File: src/rtl/swd_target_phy_if.sv
// Back-end port bundle of the SWD target PHY: decoded requests, ACK inputs and write data.
// The PHY uses the slave modport; the DP/AP back end uses the master modport.
interface swd_target_phy_if;
  logic        REQ_VALID;
  logic        REQ_APNDP;
  logic        REQ_RNW;
  logic [1:0]  REQ_ADDR;
  logic        RSP_READY;
  logic        RSP_FAULT;
  logic [31:0] RSP_RDATA;
  logic        WR_VALID;
  logic [31:0] WR_DATA;
  logic        WR_PERR;

  modport slave (
    output REQ_VALID, REQ_APNDP, REQ_RNW, REQ_ADDR, WR_VALID, WR_DATA, WR_PERR,
    input  RSP_READY, RSP_FAULT, RSP_RDATA
  );

  modport master (
    input  REQ_VALID, REQ_APNDP, REQ_RNW, REQ_ADDR, WR_VALID, WR_DATA, WR_PERR,
    output RSP_READY, RSP_FAULT, RSP_RDATA
  );
endinterface

File: src/rtl/swd_target_phy.sv
// SWD target-side PHY: oversamples SWDCLK/SWDIO in the CLK domain, decodes requests,
// answers ACK/read data and captures write data for a DP/AP back end.
module swd_target_phy #(
  parameter int LR_ONES = 50,
  parameter int TRN     = 1
) (
  input  logic CLK,
  input  logic RESETn,
  input  logic SWDCLK,
  input  logic SWDIN,
  output logic SWDOUT,
  output logic SWDOE,
  output logic LINE_RESET,
  swd_target_phy_if.slave bus
);
  localparam logic [5:0] LR_THRESH = 6'(LR_ONES);
  localparam logic [5:0] TRN_LAST  = 6'(TRN - 1);
  localparam logic [5:0] ONES_MAX  = 6'd63;

  typedef enum logic [3:0] {
    ST_RESET, ST_IDLE, ST_REQ, ST_TRN1, ST_ACK,
    ST_RDATA, ST_TRN2W, ST_WDATA, ST_TRN2, ST_LOCKOUT
  } state_t;

  state_t      state_reg, state_next;
  logic        swdclk_s1_reg, swdclk_s2_reg, swdclk_s3_reg;
  logic        swdin_s1_reg, swdin_s2_reg;
  logic [5:0]  cnt_reg, cnt_next;
  logic [5:0]  ones_reg, ones_next;
  logic [6:0]  req_sh_reg, req_sh_next;
  logic        rnw_reg, rnw_next;
  logic [2:0]  ack_reg, ack_next;
  logic [32:0] rd_sh_reg, rd_sh_next;
  logic [32:0] wr_sh_reg, wr_sh_next;
  logic        swdout_reg, swdout_next;
  logic        swdoe_reg, swdoe_next;
  logic        line_reset_reg, line_reset_next;
  logic        req_valid_reg, req_valid_next;
  logic        req_apndp_reg, req_apndp_next;
  logic        req_rnw_reg, req_rnw_next;
  logic [1:0]  req_addr_reg, req_addr_next;
  logic        wr_valid_reg, wr_valid_next;
  logic [31:0] wr_data_reg, wr_data_next;
  logic        wr_perr_reg, wr_perr_next;

  logic        rise, din, req_ok;
  logic [6:0]  req_full;
  logic [2:0]  ack_new;

  assign rise     = swdclk_s2_reg & ~swdclk_s3_reg;
  assign din      = swdin_s2_reg;
  // Request fields as they stand once the park bit has been shifted in (APnDP at bit 0).
  assign req_full = {din, req_sh_reg[6:1]};
  assign req_ok   = (req_full[4] == ^req_full[3:0]) && !req_full[5] && req_full[6];
  assign ack_new  = bus.RSP_FAULT ? 3'b100 : (bus.RSP_READY ? 3'b001 : 3'b010);

  always_ff @(posedge CLK or negedge RESETn) begin
    if (!RESETn) begin
      swdclk_s1_reg  <= 1'b0; swdclk_s2_reg <= 1'b0; swdclk_s3_reg <= 1'b0;
      swdin_s1_reg   <= 1'b0; swdin_s2_reg  <= 1'b0;
      state_reg      <= ST_RESET;
      cnt_reg        <= '0;   ones_reg     <= '0;
      req_sh_reg     <= '0;   rnw_reg      <= 1'b0;
      ack_reg        <= '0;   rd_sh_reg    <= '0;   wr_sh_reg <= '0;
      swdout_reg     <= 1'b0; swdoe_reg    <= 1'b0;
      line_reset_reg <= 1'b0; req_valid_reg <= 1'b0;
      req_apndp_reg  <= 1'b0; req_rnw_reg  <= 1'b0; req_addr_reg <= '0;
      wr_valid_reg   <= 1'b0; wr_data_reg  <= '0;   wr_perr_reg  <= 1'b0;
    end else begin
      swdclk_s1_reg  <= SWDCLK; swdclk_s2_reg <= swdclk_s1_reg; swdclk_s3_reg <= swdclk_s2_reg;
      swdin_s1_reg   <= SWDIN;  swdin_s2_reg  <= swdin_s1_reg;
      state_reg      <= state_next;
      cnt_reg        <= cnt_next;   ones_reg     <= ones_next;
      req_sh_reg     <= req_sh_next; rnw_reg     <= rnw_next;
      ack_reg        <= ack_next;   rd_sh_reg    <= rd_sh_next; wr_sh_reg <= wr_sh_next;
      swdout_reg     <= swdout_next; swdoe_reg   <= swdoe_next;
      line_reset_reg <= line_reset_next; req_valid_reg <= req_valid_next;
      req_apndp_reg  <= req_apndp_next; req_rnw_reg <= req_rnw_next; req_addr_reg <= req_addr_next;
      wr_valid_reg   <= wr_valid_next; wr_data_reg <= wr_data_next; wr_perr_reg <= wr_perr_next;
    end
  end

  always_comb begin
    state_next      = state_reg;
    cnt_next        = cnt_reg;
    ones_next       = ones_reg;
    req_sh_next     = req_sh_reg;
    rnw_next        = rnw_reg;
    ack_next        = ack_reg;
    rd_sh_next      = rd_sh_reg;
    wr_sh_next      = wr_sh_reg;
    swdout_next     = swdout_reg;
    swdoe_next      = swdoe_reg;
    line_reset_next = 1'b0;
    req_valid_next  = 1'b0;
    req_apndp_next  = req_apndp_reg;
    req_rnw_next    = req_rnw_reg;
    req_addr_next   = req_addr_reg;
    wr_valid_next   = 1'b0;
    wr_data_next    = wr_data_reg;
    wr_perr_next    = wr_perr_reg;

    if (rise) begin
      if (!swdoe_reg)
        ones_next = din ? ((ones_reg == ONES_MAX) ? ONES_MAX : ones_reg + 6'd1) : 6'd0;

      // A completed line reset wins over whatever the current state would do with this bit.
      if (state_reg != ST_RESET && !swdoe_reg && din && ones_next >= LR_THRESH) begin
        state_next = ST_RESET;
        cnt_next   = '0;
      end else begin
        case (state_reg)
          ST_RESET: if (!din && ones_reg >= LR_THRESH) begin
            line_reset_next = 1'b1;
            state_next      = ST_IDLE;
          end
          ST_IDLE: if (din) begin
            state_next = ST_REQ;
            cnt_next   = '0;
          end
          ST_REQ: begin
            req_sh_next = req_full;
            cnt_next    = cnt_reg + 6'd1;
            if (cnt_reg == 6'd6) begin
              cnt_next = '0;
              if (req_ok) begin
                req_valid_next = 1'b1;
                req_apndp_next = req_full[0];
                req_rnw_next   = req_full[1];
                req_addr_next  = {req_full[3], req_full[2]};
                rnw_next       = req_full[1];
                state_next     = ST_TRN1;
              end else begin
                state_next = ST_LOCKOUT;
              end
            end
          end
          ST_TRN1: begin
            cnt_next = cnt_reg + 6'd1;
            if (cnt_reg == TRN_LAST) begin
              ack_next    = ack_new;
              swdoe_next  = 1'b1;
              swdout_next = ack_new[0];
              cnt_next    = '0;
              state_next  = ST_ACK;
              if (rnw_reg && ack_new == 3'b001)
                rd_sh_next = {^bus.RSP_RDATA, bus.RSP_RDATA};
            end
          end
          ST_ACK: begin
            cnt_next    = cnt_reg + 6'd1;
            swdout_next = (cnt_reg == 6'd0) ? ack_reg[1] : ack_reg[2];
            if (cnt_reg == 6'd2) begin
              cnt_next = '0;
              if (ack_reg == 3'b001 && rnw_reg) begin
                swdout_next = rd_sh_reg[0];
                rd_sh_next  = {1'b0, rd_sh_reg[32:1]};
                state_next  = ST_RDATA;
              end else begin
                swdoe_next  = 1'b0;
                swdout_next = 1'b0;
                state_next  = (ack_reg == 3'b001) ? ST_TRN2W : ST_TRN2;
              end
            end
          end
          ST_RDATA: begin
            cnt_next = cnt_reg + 6'd1;
            if (cnt_reg == 6'd32) begin
              swdoe_next  = 1'b0;
              swdout_next = 1'b0;
              cnt_next    = '0;
              state_next  = ST_TRN2;
            end else begin
              swdout_next = rd_sh_reg[0];
              rd_sh_next  = {1'b0, rd_sh_reg[32:1]};
            end
          end
          ST_TRN2W: begin
            cnt_next = cnt_reg + 6'd1;
            if (cnt_reg == TRN_LAST) begin
              cnt_next   = '0;
              state_next = ST_WDATA;
            end
          end
          ST_WDATA: begin
            wr_sh_next = {din, wr_sh_reg[32:1]};
            cnt_next   = cnt_reg + 6'd1;
            if (cnt_reg == 6'd32) begin
              wr_valid_next = 1'b1;
              wr_data_next  = wr_sh_next[31:0];
              wr_perr_next  = wr_sh_next[32] ^ (^wr_sh_next[31:0]);
              cnt_next      = '0;
              state_next    = ST_IDLE;
            end
          end
          ST_TRN2: begin
            cnt_next = cnt_reg + 6'd1;
            if (cnt_reg == TRN_LAST) begin
              cnt_next   = '0;
              state_next = ST_IDLE;
            end
          end
          default: ;
        endcase
      end
    end
  end

  assign SWDOUT        = swdout_reg;
  assign SWDOE         = swdoe_reg;
  assign LINE_RESET    = line_reset_reg;
  assign bus.REQ_VALID = req_valid_reg;
  assign bus.REQ_APNDP = req_apndp_reg;
  assign bus.REQ_RNW   = req_rnw_reg;
  assign bus.REQ_ADDR  = req_addr_reg;
  assign bus.WR_VALID  = wr_valid_reg;
  assign bus.WR_DATA   = wr_data_reg;
  assign bus.WR_PERR   = wr_perr_reg;
endmodule

File: src/flat_wrapper.sv
// flat-port wrapper written by rule: the top's interface ports become plain ports
module swd_target_phy_flat 
#(
  parameter int LR_ONES = 50,
  parameter int TRN     = 1
)
  (CLK, RESETn, SWDCLK, SWDIN, SWDOUT, SWDOE, LINE_RESET, bus_REQ_VALID, bus_REQ_APNDP, bus_REQ_RNW, bus_REQ_ADDR, bus_WR_VALID, bus_WR_DATA, bus_WR_PERR, bus_RSP_READY, bus_RSP_FAULT, bus_RSP_RDATA);
  swd_target_phy_if bus_i ();
  input  logic CLK;
  input  logic RESETn;
  input  logic SWDCLK;
  input  logic SWDIN;
  output logic SWDOUT;
  output logic SWDOE;
  output logic LINE_RESET;
  output wire logic [$bits(bus_i.REQ_VALID)-1:0] bus_REQ_VALID;
  output wire logic [$bits(bus_i.REQ_APNDP)-1:0] bus_REQ_APNDP;
  output wire logic [$bits(bus_i.REQ_RNW)-1:0] bus_REQ_RNW;
  output wire logic [$bits(bus_i.REQ_ADDR)-1:0] bus_REQ_ADDR;
  output wire logic [$bits(bus_i.WR_VALID)-1:0] bus_WR_VALID;
  output wire logic [$bits(bus_i.WR_DATA)-1:0] bus_WR_DATA;
  output wire logic [$bits(bus_i.WR_PERR)-1:0] bus_WR_PERR;
  input wire logic [$bits(bus_i.RSP_READY)-1:0] bus_RSP_READY;
  input wire logic [$bits(bus_i.RSP_FAULT)-1:0] bus_RSP_FAULT;
  input wire logic [$bits(bus_i.RSP_RDATA)-1:0] bus_RSP_RDATA;
  assign bus_REQ_VALID = bus_i.REQ_VALID;
  assign bus_REQ_APNDP = bus_i.REQ_APNDP;
  assign bus_REQ_RNW = bus_i.REQ_RNW;
  assign bus_REQ_ADDR = bus_i.REQ_ADDR;
  assign bus_WR_VALID = bus_i.WR_VALID;
  assign bus_WR_DATA = bus_i.WR_DATA;
  assign bus_WR_PERR = bus_i.WR_PERR;
  assign bus_i.RSP_READY = bus_RSP_READY;
  assign bus_i.RSP_FAULT = bus_RSP_FAULT;
  assign bus_i.RSP_RDATA = bus_RSP_RDATA;
  swd_target_phy #(.LR_ONES(LR_ONES), .TRN(TRN)) u_core (.CLK(CLK), .RESETn(RESETn), .SWDCLK(SWDCLK), .SWDIN(SWDIN), .SWDOUT(SWDOUT), .SWDOE(SWDOE), .LINE_RESET(LINE_RESET), .bus(bus_i));
endmodule
File: config.mk
export PLATFORM = sky130hd
export DESIGN_NAME = swd_target_phy_flat
export DESIGN_NICKNAME = d
export VERILOG_FILES = /design/src/rtl/swd_target_phy_if.sv /design/src/rtl/swd_target_phy.sv /design/src/flat_wrapper.sv
export SDC_FILE = /design/constraint.sdc
export NUM_CORES = 1
export LEC_CHECK = 0
export CAP_MARGIN = 20
export CORE_ASPECT_RATIO = 0.9
export CORE_UTILIZATION = 47
export CTS_BUF_LIST = sky130_fd_sc_hd__clkbuf_4
export CTS_CLUSTER_SIZE = 24
export DETAILED_ROUTE_END_ITERATION = 8
export PLACE_DENSITY = 0.69
export SETUP_SLACK_MARGIN = 0.2
export SLEW_MARGIN = 30
export SYNTH_ARGS = -nofsm -noshare
export SYNTH_HDL_FRONTEND = slang
export SYNTH_SLANG_ARGS = --single-unit
File: constraint.sdc
create_clock -name CLK -period 3.25 [get_ports CLK]
set_input_delay 0.325 -clock CLK [delete_from_list [all_inputs] [get_ports CLK]]
set_output_delay 0.325 -clock CLK [all_outputs]
set_load 0.005 [all_outputs]
After elaboration in Yosys (flattened, before gate mapping) --
Cells that the tools add are included.
Word-level totals: bits in registers 139, input port bits 38, output and inout port bits 42, word-level logic and storage cells 150
Operators by class: add/subtract/negate cells 2, $lt $le $gt $ge 2, eq/ne operators 31, muxes and demuxes 57, bitwise gates (word level) 4, reduce and logical (&&, ||, !) cells 32
Operators with widths (count):
- two-way mux 33 bit | 5
- one-hot mux 33 bit (3 select lines) | 1
- XOR reduction 32 bit | 2
- two-way mux 6 bit | 10
- two-way mux 4 bit | 13
- one-hot mux 4 bit (9 select lines) | 1
- one-hot mux 6 bit (5 select lines) | 1
- != test 3 x 1 -> 1 bit (second input constant) | 9
- two-way mux 1 bit | 22
- == test 4 x 3 -> 1 bit (second input constant) | 4
- adder 6 x 1 -> 6 bit (second input constant) | 2
- == test 6 bit (second input constant) | 2
- greater-or-equal comparator 6 bit (second input constant) | 2
- AND reduction 4 bit | 3
- AND reduction 11 bit | 1
- != test 2 x 1 -> 1 bit (second input constant) | 5
- nonzero test 10 bit | 1
- AND reduction 3 bit | 3
- == test 4 x 2 -> 1 bit (second input constant) | 2
- logical AND 1 bit | 8
- AND reduction 8 bit | 1
- AND reduction 7 bit | 1
- == test 3 x 1 -> 1 bit (second input constant) | 2
- == test 6 x 2 -> 1 bit (second input constant) | 1
- 21 further kinds | 26

Longest topological paths before layout --
Gate-level depths: netlist of the first run.
depth in word-level cells 9, gate-level depth with buffers 10, gate-level depth less buffers 8

Least setup slack after synthesis of the first run --
OpenSTA, ideal clock, no wires.
path type reg-to-reg, start register u_core.cnt_reg[0], end register u_core.state_reg[0], library setup time 0.087 ns, arrival 2.186 ns, data required time 3.163 ns, path slack 0.977 ns, cell stages (with the launch flop) 9, buffers on the path 0, period minus slack after synthesis 2.273 ns, cell sequence dfrtp_1 inv_1 ha_1 or3b_4 nand3b_4 a221oi_2 o2111ai_1 or4b_1 o211ai_1
Between the ends: word-level cells in the longest chain between the ends 3, elaborated cells on any way between the ends 12, classes of those cells eq/ne: 10; reduce/logical: 2
RTL lines:
- from (decl) | RTL line swd_target_phy.sv:28 | logic [5:0] cnt_reg, cnt_next;
- from (signal assigned) | RTL line swd_target_phy.sv:73 | cnt_reg <= cnt_next; ones_reg <= ones_next;
- == test 6 bit (tied with other cells) | RTL line swd_target_phy.sv:168, swd_target_phy.sv:188
- != test 3 x 1 -> 1 bit (no source line)
- AND reduction 11 bit (no source line) (*)
- to (signal assigned) | RTL line swd_target_phy.sv:72 | state_reg <= state_next;
- to (decl) | RTL line swd_target_phy.sv:25 | state_t state_reg, state_next;
Mark *: on every way between the ends. The rest lies on a longest branch, timed or not. A chain may end at the register's enable or synchronous reset.

Worst setup path in the final report of the first run --
start register u_core.ones_reg[1], end register u_core.wr_sh_reg[9]
Between the ends: word-level cells in the longest chain between the ends 9, elaborated cells on any way between the ends 10, classes of those cells add/sub: 1; order compare: 1; eq/ne: 1; mux: 4; bitwise: 1; reduce/logical: 2
RTL lines:
- from (decl) | RTL line swd_target_phy.sv:29 | logic [5:0] ones_reg, ones_next;
- from (signal assigned) | RTL line swd_target_phy.sv:73
- adder 6 x 1 -> 6 bit / == test 6 bit (equally long branches) | RTL line swd_target_phy.sv:105 | ones_next = din ? ((ones_reg == ONES_MAX) ? ONES_MAX : ones_reg + 6'd1) : 6'd0;
- two-way mux 6 bit (2 in a row) | RTL line swd_target_phy.sv:105
- two-way mux 6 bit (*) | RTL line swd_target_phy.sv:104 | if (!swdoe_reg)
- two-way mux 6 bit (*) | RTL line swd_target_phy.sv:103 | if (rise) begin
- greater-or-equal comparator 6 bit (*) | RTL line swd_target_phy.sv:108 | if (state_reg != ST_RESET && !swdoe_reg && din && ones_next >= LR_THRESH) begin
- logical AND 1 bit (*) | RTL line swd_target_phy.sv:108
- inverter 1 bit (no source line) (*)
- AND reduction 3 bit (no source line) (*)
- to (signal assigned) | RTL line swd_target_phy.sv:75 | ack_reg <= ack_next; rd_sh_reg <= rd_sh_next; wr_sh_reg <= wr_sh_next;
- to (decl) | RTL line swd_target_phy.sv:34 | logic [32:0] wr_sh_reg, wr_sh_next;
Mark *: on every way between the ends. The rest lies on a longest branch, timed or not. The select of a mux whose other input is x is not followed.

==> summary.md, run 1 <==
| Metric | Value |
|---|---|
| Starting Density | `between 40% and 50%` |
| Placed Cells | `around 840` |
| Maximum clock path buffer count | `2` |
| Syn_nets | `approximately 630` |
| Share of the clock period used by the worst path | `84.1%` |
| Min Tclk post-route | `2.73 ns` |
| Die area | `around 15,000 um2` |
| Flop2flop setup slack | `~0.52 ns` |
| # IOs | `80` |
| Largest net degree at the start of global routing | `98` |
| 1st-iter DRT viols | `300` |
| TritonCTS Buffers | `17` |
| Worst Hold Depth | `1` |
| CTS tree | `yes` |
| Yosys reg bits | `approximately 140` |
| Yosys cell types | `70` |
| Final Net Count | `between 700 and 800` |
| Vias per cell | `5.49` |
| Total power divided by cell area | `roughly 400 nW/um2` |
| Highest Clock Rate | `0.366 GHz` |
| Worst-margin pin slew | `between 0.8 and 0.9 ns` |
| Worst Path Class, Setup | `reg2reg` |
| Routed wire length | `approximately 14 mm` |
| Sum of negative setup slack | `0 ns` |
| Min-delay src | `SWDIN` |
| Fraction of registers with async set/reset | `between 90% and 100%` |
| Final hold vios | `0` |
| Remaining DRCs | `0` |
| Critical-path top delay cell | `o221ai_1` |
| Gpl congestion | `0.854` |
| Warnings from Yosys | `0` |
| Clk Latency, worst-skew pair | `0.55 ns` |
| Syn Std Cell Area | `about 7000 um2` |
| HP Class | `in2reg` |
| Number of global-route vias before repair | `roughly 4,600` |
| CP max FO | `34` |
| Die Span X | `between 100 and 150 um` |
| ANT nets after route | `0` |
| Worst setup EP type | `flip-flop` |
| IO Port Bufs | `79` |
| H-tree levels | `4` |
| Fraction of layout cells with a size suffix above 1 | `20.9%` |
| Total global routing overflow | `0` |
| First-pass GRT wire length | `22.9 mm` |
| Routed vias | `around 4,800` |
| WP data arrival | `3.17 ns` |
| Fin. max-slew vios | `0` |
| Critical Path Source Type | `flip-flop` |
| HPWL Detailed | `slightly above 9 mm` |
| Worst hold endpoint | `u_core.swdin_s1_reg` |
| Crit path top cell by count | `nand2_1` |
| Reg-to-Reg Start | `u_core.ones_reg[1]` |
| Fin cells | `868` |
| # rows | `41` |
| ANT cells | `0` |
| Cell depth of the worst flop-to-flop path | `8` |
| RSZ-0062 raised after global routing | `no` |
| Critical Path Max Stage Delay | `roughly 0.48 ns` |
| Max-Cap Viols | `0` |
| Leakage | `0.00386 uW` |
| Commonest non-fill, non-tap cell in the layout | `dfrtp_1` |
| Run status | `completed` |
| Initial antenna violation count | `0` |
| Initial DRT Pass Iterations | `5` |
| Crit-path cells | `ha_1, nand2_1, a31oi_1, o221ai_1, nand2_1, nand2_2, buf_4, mux2_2` |
| Clk slew on worst S/H paths | `0.13 ns` |
| Crit path required time | `between 3 and 4 ns` |
| Largest register FFs | `33` |
| Clk sinks | `roughly 140` |
| Worst flop-to-flop path endpoint | `u_core.wr_sh_reg[9]` |
| Core area | `approximately 14,000 um2` |
| Synth-to-layout area growth | `17.0%` |
| Peak supply drop | `between 0.0003 and 0.0004 V` |
| Clock Skew | `between 0.015 and 0.02 ns` |
| DIE HEIGHT | `between 100 and 150 um` |
| Final setup viols | `0` |
| EDFF count, synth | `0` |
| Seq/Total Area, Yosys | `between 40 and 50%` |
| Most frequent cells in the layout | `dfrtp_1 (137), mux2_2 (78), clkdlybuf4s50_1 (78)` |
| GRT Overall Usage | `between 10% and 20%` |
| Syn Area/Cell | `roughly 12 um2` |
| CTS Root Buffer Type | `clkbuf_4` |
| Mapped Cells | `between 500 and 600` |
| Drt wl/cell | `between 15 and 20 um` |
| Main flop type after synthesis | `dfrtp_1` |
| Slew margin rel. | `42.4%` |
| CTS resizes | `0` |
==> Yosys cell counts, types with 2 or more instances <==
library cell  count  area [um2]
a211oi_1          3        22.5
a21boi_2          2        22.5
a21o_2            2        17.5
a21oi_1          43         215
a21oi_2           2        17.5
a221oi_1          3        26.3
a22o_1            2        17.5
a22oi_1           2        15.0
a31oi_1          39         244
a32o_1            2        20.0
and2_1            4        25.0
and3_1            3        18.8
buf_2            12        60.1
buf_4             7        52.6
buf_6             2        22.5
clkbuf_1          9        33.8
clkbuf_8          6        82.6
dfrtp_1         137        3430
ha_1              5        62.6
inv_1            13        48.8
mux2_2           78         878
mux2i_1          35         350
nand2_1          25        93.8
nand2b_1          3        18.8
nand3_1          10        50.1
nand3b_1          2        15.0
nand4_1           2        12.5
nor2_1            7        26.3
nor2b_1           3        18.8
nor3_1            3        15.0
nor3b_1           5        37.5
nor4_1            3        18.8
o21ai_0          11        55.1
o22ai_1           2        12.5
o2bb2ai_1         2        17.5
o31ai_1           4        30.0
xnor2_1          55         482
xnor3_1           2        45.0
xor2_1            8        70.1
==> cells by family after synthesis <==
| family | synth area share, % |
|---|---|
| simple gates | 7.46 |
| buf+inv | 4.34 |
| mux | 17.5 |
| flops | 48.9 |
| compound gates | 12.3 |
| fa+ha+maj | 0.893 |
| xor+xnor | 8.52 |
==> how the worst max path moves through the flow <==
stage / from / to / slack [ns]
2_1_floorplan: u_core.cnt_reg[0] / u_core.state_reg[0] / 0.98
3_3_place_gp: u_core.ones_reg[1] / u_core.wr_sh_reg[5] / 0.60
3_5_place_dp: u_core.ones_reg[1] / u_core.wr_sh_reg[30] / 0.58
4_1_cts: u_core.ones_reg[1] / u_core.wr_sh_reg[20] / 0.56
5_1_grt: u_core.ones_reg[1] / u_core.wr_sh_reg[10] / 0.40
6_report: u_core.ones_reg[1] / u_core.wr_sh_reg[9] / 0.52
==> worst max-delay path: cells and delay by family, from the launching register on <==
family,cells,cell delay (ns)
fa+ha+maj,1,0.29
buf+inv,1,0.38
flops,1,0.47
simple gates,3,0.54
compound gates,2,0.53
mux,1,0.39
==> repair_timing <==
action,in CTS,in global routing
hold buffers,1,0
buffers inserted,0,0
hold endpoints to repair,95,0
==> power by group <==
group          leakage [uW]  total, uW  internal, uW  switching [uW]
Sequential          0.00189       1730          1720            17.1
Combinational       0.00182        284           136             148
Clock              0.000157       1200           545             654
==> per-layer routing <==
metal	GRT usage (%)	up-vias	share of wire, %
met5	0	-	0
met4	5.96	0	1.1
met3	5.18	18	4.9
met2	29.1	128	48
met1	26.0	2327	46
li1	-	2292	-
==> per-stage QoR <==
| stage | utilization (%) | power (uW) | setup WS (ns) | hold WS, ns | instance area, um2 |
|---|---|---|---|---|---|
| after floorplan | - | 1930 | 0.977 | 0.0294 | 7010 |
| after global placement | 55.3 | 2040 | 0.601 | 0.340 | 7880 |
| after detailed placement | 55.3 | 2050 | 0.577 | 0.337 | 7880 |
| after CTS | 57.5 | 3250 | 0.562 | 0.167 | 8200 |
| after global routing | 57.5 | 3360 | 0.396 | 0.161 | 8200 |
| final | 57.5 | 3210 | 0.516 | 0.209 | 8200 |
==> cell type report <==
| cell class | count | area, um2 |
|---|---|---|
| Clock buffer | 18 | 135 |
| Tap cell | 193 | 241 |
| Timing Repair Buffer | 91 | 885 |
| Sequential cell | 137 | 3430 |
| Multi-Input combinational cell | 402 | 3290 |
| Inverter | 13 | 48.8 |
| Clock inverter | 14 | 170 |
| Fill cell | 1256 | 6060 |
No activity file was read; power rests on OpenSTA's default activity.
==> inputs of run 2 (changes only) <==
- PLACE_DENSITY: 0.69 -> 0.71
- clock period: 3.25 -> 2.4 ns (I/O delays scaled with it)
==> summary.md, run 2 (same netlist as run 1, synthesis figures left out) <==
| Metric | Value |
|---|---|
| Run status | `completed` |
| Placed cell area | `between 8000 and 9000 um2` |
| 1st-iter DRT viols | `about 420` |
| Crit path required time | `about 2.9 ns` |
| Min Tclk post-route | `between 2 and 2.5 ns` |
| Routed vias | `approximately 5,000` |
| Drt wl/cell | `approximately 18 um` |
| Clk sinks | `between 100 and 150` |
| GRT Overall Usage | `21.5%` |
| Leakage | `approximately 0.0043 uW` |
| Worst hold slack | `approximately 0.11 ns` |
| Max-Cap Viols | `0` |
| Fin util | `approximately two thirds` |
| Routed wire length | `approximately 16 mm` |
| Fraction of layout cells with a size suffix above 1 | `about 33%` |
| Min-delay src | `SWDCLK` |
| Clk Latency, worst-skew pair | `0.58 ns` |
| Fin cells | `928` |
| RSZ-0062 raised after global routing | `yes` |
| Slew margin rel. | `around 58%` |
| Crit-path cells | `inv_2, ha_1, or3b_4, o311ai_2, a21o_2, buf_6, buf_4, a22oi_2, a221o_1, a32o_1` |
| Final setup viols | `0` |
| ANT nets after route | `0` |
| Highest Clock Rate | `approximately 0.42 GHz` |
| Total power divided by cell area | `roughly 460 nW/um2` |
| Gpl congestion | `approximately 0.83` |
| Die Span X | `between 100 and 150 um` |
| Die area | `15,400 um2` |
| Placed Cells | `around 860` |
| Most frequent cells in the layout | `dfrtp_1 (135), clkdlybuf4s50_1 (78), xnor2_1 (55)` |
| Remaining DRCs | `0` |
| Design Area, Final | `about 9400 um2` |
| Largest net degree at the start of global routing | `65` |
| Worst Path Class, Setup | `reg2reg` |
| TritonCTS Buffers | `17` |
| Critical path buffer and inverter count | `3` |
| Worst-margin pin slew | `0.632 ns` |
| H-tree levels | `4` |
| Share of the clock period used by the worst path | `between 90 and 100%` |
| CTS tree | `yes` |
| Multi-input gate area | `about 3700 um2` |
| Total global routing overflow | `0` |
| Layout fillers | `~1,100` |
| FF+latch area | `3430 um2` |
| Initial DRT Pass Iterations | `6` |
| Vias per cell | `5.53` |
| Synth-to-layout area growth | `34.8%` |
| Final Net Count | `around 770` |
| Clk slew on worst S/H paths | `0.11 ns` |
| Starting Density | `between 40% and 50%` |
| Commonest non-fill, non-tap cell in the layout | `dfrtp_1` |
| HPWL Detailed | `10.0 mm` |
| CP max FO | `6` |
| CP top delay family | `compound AO/OA/AOI/OAI gates` |
| Worst setup EP type | `flip-flop` |
| Maximum clock path buffer count | `2` |
| Critical Path Max Stage Delay | `about 0.42 ns` |
| DIE HEIGHT | `between 100 and 150 um` |
| Critical-path top delay cell | `dfrtp_1` |
| CTS Root Buffer Type | `clkbuf_4` |
| Power, Total | `between 4000 and 5000 uW` |
| WP data arrival | `2.85 ns` |
| Largest register FFs | `33` |
| # IOs | `80` |
| Fin. max-slew vios | `0` |
| ANT cells | `0` |
| IO Port Bufs | `79` |
| Clock Skew | `around 0.023 ns` |
| First-pass GRT wire length | `about 26 mm` |
| Core area | `between 10,000 and 15,000 um2` |
| Worst Setup SP | `u_core.cnt_reg[0]` |
| Number of global-route vias before repair | `~5,300` |
| HP Class | `in2reg` |
| Critical Path Source Type | `flip-flop` |
| Peak supply drop | `about 0.00035 V` |
| Final hold vios | `0` |
| Initial antenna violation count | `0` |
| # rows | `41` |
| Reg-to-Reg Start | `u_core.cnt_reg[0]` |
run 2: worst paths after layout:
| kind | end | slack [ns] | depth (start not counted) |
|---|---|---|---|
| min in group asynchronous | u_core.bus.WR_DATA[21] | 0.15 | 2 |
| hold reg to reg | u_core.swdclk_s2_reg | 0.36 | 0 |
| max in group asynchronous | u_core.ones_reg[2] | 1.48 | 3 |
| hold / removal | u_core.swdclk_s1_reg | 0.11 | 1 |
| setup reg to reg | u_core.cnt_reg[2] | 0.009 | 10 |
| setup / recovery | u_core.cnt_reg[2] | 0.009 | 10 |
run 2: layout make-up:
type,instances,area share [%]
Sequential cell,137,36.3
Clock buffer,21,1.67
Tap cell,193,2.56
Clock inverter,11,1.30
Inverter,13,0.516
Timing Repair Buffer,151,18.5
Multi-Input combinational cell,402,39.2
run 2: power breakdown:
| group | switching (uW) | total, uW | internal (uW) |
|---|---|---|---|
| Sequential | 21.4 | 2340 | 2320 |
| Combinational | 244 | 498 | 255 |
| Clock | 855 | 1520 | 661 |
run 2: timing repair:
action / CTS / global route
gates resized for setup: 24 / 83
pin swaps: 8 / 13
cloned: 6 / 4
buffers inserted: 16 / 7
setup endpoints to repair: 104 / 117
hold endpoints to repair: 44 / 0
hold buffers: 1 / 0
run 2: worst register-to-register path: cells and delay by family (launching register included):
kind / cells / cell delay (ns)
AO/OA/AOI/OAI: 5 / 1.06
flip-flops: 1 / 0.42
AND/OR/NAND/NOR: 1 / 0.39
buffers and inverters: 3 / 0.29
adder cells (fa/ha/maj): 1 / 0.13
run 2: through the flow:
stage | setup WS (ns) | setup TNS (ns)
after detailed placement | 0.00759 | 0
after global routing | -0.0963 | -0.267
after floorplan | 0.143 | 0
final | 0.00903 | 0
after global placement | 0.0842 | 0
after CTS | 0.0412 | 0
run 2: layer usage:
metal | routed length [um] | vias up | part of all wire, % | track usage, %
met5 | 0 | - | 0 | 0
met4 | 201 | 0 | 1.2 | 6.47
met3 | 725 | 19 | 4.5 | 6.14
met2 | 7910 | 119 | 49 | 32.9
met1 | 7430 | 2568 | 46 | 29.4
li1 | - | 2424 | - | -
==> inputs of run 3 (changes only) <==
--- a/config.mk
+++ b/config.mk
@@ -8,9 +8,8 @@
 export CAP_MARGIN = 20
 export CORE_ASPECT_RATIO = 0.9
-export CORE_UTILIZATION = 47
+export CORE_UTILIZATION = 35
 export CTS_BUF_LIST = sky130_fd_sc_hd__clkbuf_4
 export CTS_CLUSTER_SIZE = 24
 export DETAILED_ROUTE_END_ITERATION = 8
-export PLACE_DENSITY = 0.71
 export SETUP_SLACK_MARGIN = 0.2
 export SLEW_MARGIN = 30
==> constraint.sdc (replaced) <==
create_clock -name CLK -period 2.4 [get_ports CLK]
set_input_delay 0.24 -clock CLK [delete_from_list [all_inputs] [get_ports CLK]]
set_output_delay 0.24 -clock CLK [all_outputs]
set_load 0.1 [all_outputs]
==> summary.md, run 3 (same netlist as run 1, synthesis figures left out) <==
| Metric | Value |
|---|---|
| Run status | `completed` |
| Vias per cell | `between 5 and 6` |
| Crit path required time | `roughly 2.9 ns` |
| Placed Cells | `approximately 910` |
| HP Class | `in2reg` |
| Worst Path Class, Setup | `reg2reg` |
| # IOs | `80` |
| Total global routing overflow | `0` |
| Initial antenna violation count | `1` |
| Final setup viols | `0` |
| First-pass GRT wire length | `roughly 25 mm` |
| Sequential share of power | `54.3%` |
| Commonest non-fill, non-tap cell in the layout | `dfrtp_1` |
| TritonCTS Buffers | `17` |
| Reg-to-Reg Start | `u_core.cnt_reg[0]` |
| Routed vias | `between 5,000 and 6,000` |
| Min Tclk post-route | `between 2 and 2.5 ns` |
| Fin util | `49.2%` |
| Clk sinks | `137` |
| Die Span X | `151 um` |
| Maximum clock path buffer count | `2` |
| Number of global-route vias before repair | `4,967` |
| CTS tree | `yes` |
| Worst setup EP type | `flip-flop` |
| Flop2flop setup slack | `between 0.01 and 0.015 ns` |
| Worst slack at placement | `between 0.01 and 0.015 ns` |
| Critical path buffer and inverter count | `3` |
| WP data arrival | `2.86 ns` |
| Routed wire length | `approximately 17 mm` |
| DIE HEIGHT | `between 100 and 150 um` |
| P_int | `3100 uW` |
| Fin. max-slew vios | `0` |
| Die area | `20,600 um2` |
| Layout fillers | `approximately 1,700` |
| GRT busiest layer | `met2` |
| # rows | `48` |
| Cell depth of the worst flop-to-flop path | `10` |
| Initial DRT Pass Iterations | `4` |
| Largest net degree at the start of global routing | `60` |
| RSZ-0062 raised after global routing | `yes` |
| Slew margin rel. | `57.3%` |
| IO Port Bufs | `79` |
| Final hold vios | `0` |
| Post-route setup slack | `0.0146 ns` |
| Worst-margin pin slew | `approximately 0.64 ns` |
| Routing usage on met3 | `under 10%` |
| Largest register FFs | `33` |
| Critical Path End | `u_core.rd_sh_reg[12]` |
| CTS Root Buffer Type | `clkbuf_4` |
| Critical Path Source Type | `flip-flop` |
| CP top delay family | `compound AO/OA/AOI/OAI gates` |
| Max-Cap Viols | `0` |
| Clock Skew | `between 0.03 and 0.04 ns` |
| Synth-to-layout area growth | `36.3%` |
| Highest Clock Rate | `~0.42 GHz` |
| Stages on worst setup path | `10` |
| Fin cells | `~980` |
| Share of the clock period used by the worst path | `between 90% and 100%` |
| Gate power share | `10.8%` |
| Worst Setup SP | `u_core.cnt_reg[0]` |
| ANT nets after route | `0` |
| 1st-iter DRT viols | `about 270` |
| Remaining DRCs | `0` |
| Crit-path cells | `inv_2, ha_1, or3b_4, o311ai_4, a21o_4, a21boi_4, buf_12, clkbuf_16, a21oi_1, a31oi_1` |
| Starting Density | `between 30% and 40%` |
| CP max FO | `6` |
| Clock network fraction of design power | `34.9%` |
| Sum of negative setup slack | `0 ns` |
| Drt wl/cell | `roughly 17 um` |
| Most frequent cells in the layout | `dfrtp_1 (132), buf_4 (80), mux2_4 (60)` |
| Sw Ratio | `28.2%` |
| Clk slew on worst S/H paths | `0.15 ns` |
| Met1 Usage GRT | `between 20% and 30%` |
| GRT Overall Usage | `roughly 16%` |
| Worst flop-to-flop path endpoint | `u_core.rd_sh_reg[12]` |
| H-tree levels | `4` |
| Net Switching | `1220 uW` |
| HPWL Detailed | `10.2 mm` |
| Core area | `between 15,000 and 20,000 um2` |
| Critical Path Max Stage Delay | `just over 0.4 ns` |
| Clk Latency, worst-skew pair | `roughly 0.57 ns` |
| Fraction of layout cells with a size suffix above 1 | `40.3%` |
| Total power divided by cell area | `between 400 and 500 nW/um2` |
| Peak supply drop | `0.000256 V` |
| Critical-path top delay cell | `dfrtp_1` |
| Final Net Count | `760` |
| Met2 Track Usage GR | `approximately 25%` |
| Leakage | `~0.0045 uW` |
| Gpl congestion | `0.859` |
[run 3: cell types whose count changed in the layout (fill, tap and decap cells not counted), sizes merged]
| cell | change |
|---|---|
| clkdlybuf4s50 | -42 |
| buf | +33 |
| inv | +6 |
| clkbuf | +3 |
| clkinvlp | -3 |
| bufbuf | -2 |
| bufinv | -1 |
| clkinv | +1 |
| diode | +1 |
[run 3: worst min-delay path by stage]
stage                                   endpoint  cells after the start   start  slack (ns)
after floorplan                u_core.LINE_RESET                      0  RESETn       -0.06
after global placement    u_core.bus.WR_DATA[17]                      1  RESETn        0.26
after detailed placement  u_core.bus.WR_DATA[17]                      1  RESETn        0.26
after CTS                    u_core.swdin_s1_reg                      1   SWDIN        0.06
after global routing         u_core.swdin_s1_reg                      1   SWDIN        0.04
final                        u_core.swdin_s1_reg                      1   SWDIN        0.10
[run 3: layout make-up]
class                   instances  area [um2]  area share (%)
flip-flops and latches        137        3440            36.0
well taps                     250         313            3.27
multi-input cells             402        3940            41.2
repair buffers                146        1540            16.1
diodes                          1        2.50          0.0262
clock inverters                14         138            1.44
inverters                      13        48.8           0.511
clock buffers                  18         135            1.41
[run 3: stage by stage]
step / total power [uW] / instance area [um2] / hold WS (ns)
floorplan: 2620 / 7040 / -0.0556
global placement: 2800 / 8130 / 0.257
detailed placement: 2800 / 8130 / 0.261
CTS: 4350 / 8590 / 0.0579
global route: 4540 / 9550 / 0.0417
finish: 4320 / 9550 / 0.101
[run 3: power groups by stage]
stage / registers (uW) / clock network [uW] / logic (uW)
after global placement: 2380 / 0 / 418
after floorplan: 2380 / 0 / 240
after CTS: 2340 / 1570 / 443
final: 2340 / 1510 / 465
after detailed placement: 2380 / 0 / 421
after global routing: 2350 / 1680 / 514
[run 3: worst register-to-register path, stage by stage, from the launching register on]
cell	delay [ns]
dfrtp_1	0.41
inv_2	0.06
ha_1	0.12
or3b_4	0.41
o311ai_4	0.23
a21o_4	0.19
a21boi_4	0.33
buf_12	0.19
clkbuf_16	0.16
a21oi_1	0.06
a31oi_1	0.15
[run 3: metal layers]
metal  part of all wire, %  up-vias
li1                      -     2422
met5                     0        -
met1                    48     2584
met4                   1.1        0
met3                   2.8       15
met2                    48       77
[run 3: what timing repair did]
item | 4_1_cts | 5_1_grt
cloned | 1 | 15
hold buffers | 1 | 0
endpoints found under the hold margin | 55 | 0
pin swaps | 8 | 18
endpoints found under the setup margin | 120 | 122
buffers inserted | 6 | 12
gates resized for setup | 22 | 123
